File: config.mk
export PLATFORM = sky130hd
export DESIGN_NAME = mult_div_unit
export DESIGN_NICKNAME = d
export VERILOG_FILES = /design/src/rtl/mult_div_unit.sv
export SDC_FILE = /design/constraint.sdc
export NUM_CORES = 1
export LEC_CHECK = 0
export ABC_AREA = 1
export BUFFER_PORTS_ARGS = -buffer_cell sky130_fd_sc_hd__buf_2
export CAP_MARGIN = 10
export CORE_MARGIN = 3
export CORE_UTILIZATION = 25
export DETAILED_ROUTE_END_ITERATION = 16
export GPL_TIMING_DRIVEN = 0
export PLACE_DENSITY = 0.5
export SLEW_MARGIN = 0
export SYNTH_ARGS = -nofsm -noshare
export SYNTH_HDL_FRONTEND = slang
export SYNTH_SLANG_ARGS = --single-unit
File: constraint.sdc
create_clock -name clk -period 3.13 [get_ports clk]
set_input_delay 0.4695 -clock clk [delete_from_list [all_inputs] [get_ports clk]]
set_output_delay 0.4695 -clock clk [all_outputs]
set_load 0.005 [all_outputs]
File: src/rtl/mult_div_unit.sv
// Iterative MIPS-style HI/LO multiply/divide unit: 32-step shift-add multiply and
// restoring divide on magnitudes, sign fix-up on exit. Optional macro MD_FAST_MUL_EN.
module mult_div_unit (
  input  logic        clk,
  input  logic        rst_n,
  input  logic        md_start,
  input  logic [1:0]  md_op,
  input  logic [31:0] md_op_x,
  input  logic [31:0] md_op_y,
  input  logic        md_flush,
  input  logic        hilo_we_hi,
  input  logic        hilo_we_lo,
  input  logic [31:0] hilo_wdata,
  output logic        md_busy,
  output logic        md_done,
  output logic [31:0] hi,
  output logic [31:0] lo
);

  typedef enum logic [1:0] {S_IDLE, S_RUN, S_FIX} state_t;

  state_t      state, state_nx;
  logic [4:0]  cnt;
  logic [63:0] acc;
  logic [31:0] mag_b;
  logic        is_div, neg_q, neg_r, div_zero;

  logic        signed_op, x_neg, y_neg, fast_sel, start_it;
  logic [31:0] x_mag, y_mag;
  logic [32:0] mul_sum;
  logic [63:0] mul_nx, div_nx, res_mul;
  logic        div_ge;
  logic [31:0] div_diff, quot, rem, res_hi, res_lo;

  assign signed_op = ~md_op[0];
  assign x_neg     = signed_op & md_op_x[31];
  assign y_neg     = signed_op & md_op_y[31];
  assign x_mag     = x_neg ? (32'd0 - md_op_x) : md_op_x;
  assign y_mag     = y_neg ? (32'd0 - md_op_y) : md_op_y;

`ifdef MD_FAST_MUL_EN
  logic [63:0] fast_mag, fast_prod;
  assign fast_sel  = ~md_op[1];
  assign fast_mag  = {32'd0, x_mag} * {32'd0, y_mag};
  assign fast_prod = (x_neg ^ y_neg) ? (64'd0 - fast_mag) : fast_mag;
`else
  assign fast_sel  = 1'b0;
`endif

  // Flush in IDLE outranks start.
  assign start_it = md_start & ~md_flush & ~fast_sel;
  assign md_busy  = (state != S_IDLE);

  // acc holds {partial product, multiplier} or {remainder, dividend/quotient}.
  assign mul_sum  = {1'b0, acc[63:32]} + (acc[0] ? {1'b0, mag_b} : 33'd0);
  assign mul_nx   = {mul_sum, acc[31:1]};
  assign div_ge   = acc[63:31] >= {1'b0, mag_b};
  assign div_diff = acc[62:31] - mag_b;
  assign div_nx   = div_ge ? {div_diff, acc[30:0], 1'b1} : {acc[62:0], 1'b0};

  assign res_mul  = neg_q ? (64'd0 - acc) : acc;
  assign quot     = div_zero ? '1 : (neg_q ? (32'd0 - acc[31:0]) : acc[31:0]);
  assign rem      = neg_r ? (32'd0 - acc[63:32]) : acc[63:32];
  assign res_hi   = is_div ? rem  : res_mul[63:32];
  assign res_lo   = is_div ? quot : res_mul[31:0];

  always_ff @(posedge clk or negedge rst_n) begin
    if (!rst_n) state <= S_IDLE;
    else        state <= state_nx;
  end

  always_comb begin
    state_nx = state;
    unique case (state)
      S_IDLE:  if (start_it) state_nx = S_RUN;
      S_RUN:   if (md_flush) state_nx = S_IDLE;
               else if (cnt == 5'd0) state_nx = S_FIX;
      S_FIX:   state_nx = S_IDLE;
      default: state_nx = S_IDLE;
    endcase
  end

  always_ff @(posedge clk or negedge rst_n) begin
    if (!rst_n) begin
      hi       <= '0;
      lo       <= '0;
      md_done  <= 1'b0;
      cnt      <= '0;
      acc      <= '0;
      mag_b    <= '0;
      is_div   <= 1'b0;
      neg_q    <= 1'b0;
      neg_r    <= 1'b0;
      div_zero <= 1'b0;
    end else begin
      md_done <= 1'b0;
      unique case (state)
        S_IDLE: begin
`ifdef MD_FAST_MUL_EN
          if (md_start && !md_flush && fast_sel) begin
            hi      <= fast_prod[63:32];
            lo      <= fast_prod[31:0];
            md_done <= 1'b1;
          end else
`endif
          if (start_it) begin
            acc      <= {32'd0, md_op[1] ? x_mag : y_mag};
            mag_b    <= md_op[1] ? y_mag : x_mag;
            cnt      <= 5'd31;
            is_div   <= md_op[1];
            neg_q    <= x_neg ^ y_neg;
            neg_r    <= x_neg;
            div_zero <= (md_op_y == 32'd0);
          end else if (!md_start) begin
            if (hilo_we_hi) hi <= hilo_wdata;
            if (hilo_we_lo) lo <= hilo_wdata;
          end
        end
        S_RUN: begin
          if (!md_flush) begin
            acc <= is_div ? div_nx : mul_nx;
            if (cnt != 5'd0) cnt <= cnt - 5'd1;
          end
        end
        S_FIX: begin
          if (!md_flush) begin
            hi      <= res_hi;
            lo      <= res_lo;
            md_done <= 1'b1;
          end
        end
        default: ;
      endcase
    end
  end

endmodule
==> results by group <==
Worst setup path
  • Top delay family on crit path: simple AND/OR/NAND/NOR gates
  • WP data arrival: 3.45 ns
  • Max incr delay on CP: 0.52 ns
  • Critical path data required time: 3.56 ns
  • RR Startpoint: acc[32]
  • CP Capture Type: register
  • R2R setup slack: 0.11 ns
  • CP max-delay cell: dfrtp_1
  • Crit Path Max Fanout: 9
  • Crit path kind: register to register
  • CP Buf/Inv Count: 2
  • Launch point of the worst path: acc[32]
  • Cell repeated most along the worst path: nand2_1
  • Startpoint class of the critical path: register
  • Critical path cell sequence: clkinv_1 -> ha_1 -> inv_1 -> nor2_1 -> nand2_1 -> nor2_1 -> nand4_1 -> nand2_1 -> nand2_1 -> a21oi_1 -> o21ai_0 -> a21boi_0

Synthesis
  • Avg Inst Size Synth: 5.785 um2
  • Synth top area cells: dfrtp_1, nand2_1, nand3_1
  • Post-synthesis sequential area ratio: 0.2348
  • Post-synth top area cell: dfrtp_1
  • Yosys top cell area share: 0.2348
  • Ys Warns: 0
  • Netlist cell types: 49
  • Syn Inst Count: around 3200
  • Syn Std Cell Area: about 18000 um2
  • Syn_nets: around 3300
  • EDFF count, synth: 0
  • Register bit total from synthesis: 172
  • Share of synthesized registers carrying an async set or reset: 1.000
  • Main flop type after synthesis: dfrtp_1

Finish
  • Area of the multi-input gates: 12030 um2
  • Antenna cells: 0
  • Area Overhead vs Synth: 14.68%
  • Fillers: 8377
  • Non-filler cells, final: 4321
  • Layout Nets: roughly 3500
  • Layout cells sized above 1: 0.09077
  • Register area: 4308 um2
  • Finished layout cell area: 21020 um2

Clock tree
  • H-tree depth: 4
  • CTS tree: built
  • Later-pin clock latency in the skew report: 0.52 ns
  • Worst-path clk slew: 0.08 ns
  • CTS max path bufs: 2
  • CTS root buf: clkbuf_16
  • Sinks on Clock Net: 172
  • TritonCTS Buffers: 17

Place
  • Worst slack, placed: -0.0007956 ns
  • IO buf count: 169
  • Placed cell area: slightly above 20000 um2
  • Gpl congestion: 1.026
  • Final HPWL DP: ~78000 um
  • Placed Cells: 4288

Pwr
  • Overall Power: 17.53 mW
  • Leak Pwr: 10.51 nW
  • PwrDens: 833.9 nW/um2
  • VDD IR max: 0.6207 mV

Routing
  • DR vias: about 22000
  • Residual DRC count: 0
  • Post-DRT Antenna Nets: 0
  • Wirelength, routed: 93150 um
  • Via/cell ratio: 5.050
  • Violation count after the first detailed-routing iteration: roughly 2100
  • DRT Pass-1 Iters: 8
  • Drt wl/cell: around 22 um

Timing
  • Final-report max-slew violation count: 0
  • Worst setup margin: 0.1075 ns
  • RSZ-0062 raised after global routing: false
  • Number of setup violations in the final report: 0
  • Worst Tran Pin Value: 1.099 ns
  • Layout Skew: about 0.026 ns
  • Final hold viol count: 0
  • Min Tclk post-route: 3.022 ns
  • Max Fclk: 330.9 MHz
  • Fin crit share: 0.9657
  • Slew HR: 0.2598
  • Hold slack: 0.2149 ns

Floorplanning
  • Row cnt: 98
  • Total Die Area: 76600 um2
  • DIE WIDTH: 276.8 um
  • Starting Density: 0.2542
  • Die Y: 276.8 um
  • Num ports: 170
  • Core area: 72100 um2

GRT
  • GRT Residual Overflow: 0
  • Initial antenna violation count: 1
  • Largest net degree at the start of global routing: roughly 110
  • Global-route wire length before repair: approximately 140000 um
  • Vias in the first global route: 20500
  • Gr usage total: 0.2366

Hold path
  • Hold path start: hilo_wdata[0]
  • Hold WC Path Type: input port to register

Outcome
  • Status: completed

Run
  • # Max-Cap Violations: 0
[power breakdown]
part           internal, mW  switching [mW]
logic                  3.41            7.71
registers              2.82            1.30
clock network          1.13            1.15
total                  7.36            10.2
[final timing paths]
kind,endpoint,cells after the start
max in group asynchronous,hi[0],3
worst max register to register,hi[6],12
worst min-delay path,lo[0],3
worst min register to register,hi[21],2
min in group asynchronous,mag_b[29],2
worst max-delay path,hi[6],12
[worst min-delay path, cell delays in order]
cell	delay, ns
buf_2	0.10
nand2_1	0.05
a31oi_1	0.06
[synth_stat cells, drive strengths merged, types with 13 or more instances]
cell and instances:
or2 23, nand3 343, buf 41, ha 70, inv 412, xnor2 13
nor3 25, dfrtp 172, nand2 951, a2bb2oi 14, o21ai 188, nand3b 13
a21oi 213, nand4 55, xor2 45, o211ai 30, a21boi 15, clkbuf 64
nor2 421
[timing repair]
| action | 4_1_cts | 5_1_grt |
|---|---|---|
| endpoints found under the hold margin | 66 | 0 |
| setup endpoints to repair | 4 | 15 |
| resized for setup | 4 | 11 |
| hold buffers | 1 | 0 |
| buffers inserted | 0 | 0 |
[flip-flops by register name (all words and copies together) (netlist names)]
signal    count
acc          64
hi           32
lo           32
mag_b        32
cnt           5
state         2
div_zero      1
is_div        1
md_done       1
neg_q         1
neg_r         1
[metal layers]
metal,vias to the layer above,share of wire,GRT usage
li1,10660,-,-
met1,10170,0.47,0.3417
met2,864,0.42,0.3508
met3,131,0.069,0.03549
met4,0,0.042,0.09469
met5,-,0,0
[placed cells by master (no fill, tap or decap), drive strengths merged, types with 25 or more instances in the layout]
cell type	instances
xor2	45
nand4	55
ha	70
a21oi	213
nand3	343
nor2	421
nor3	25
clkbuf	84
buf	210
o211ai	30
nand2	951
dfrtp	172
o21ai	188
inv	420
[final cells by class]
type,count,area share
Clock buffer,19,0.02060
Inverter,414,0.07412
Multi-Input combinational cell,2477,0.5726
Sequential cell,172,0.2050
Tap cell,950,0.05655
Clock inverter,13,0.007144
Timing Repair Buffer,171,0.04250
Buffer,105,0.02155
[cell families after synthesis]
| kind of cell | after synthesis | synth area share |
|---|---|---|
| AND/OR/NAND/NOR | 1839 | 0.4234 |
| buffers and inverters | 519 | 0.1094 |
| AO/OA/AOI/OAI | 508 | 0.1547 |
| flip-flops | 172 | 0.2348 |
| adder cells (fa/ha/maj) | 72 | 0.04997 |
| XOR/XNOR | 58 | 0.02772 |
[metrics by stage]
stage	utilization	setup TNS, ns
after floorplan	-	0
after global placement	0.2824	-260.19
after detailed placement	0.2829	-0.0007956
after CTS	0.2912	0
after global routing	0.2915	0
final	0.2915	0
No activity file was read; power rests on OpenSTA's default activity.
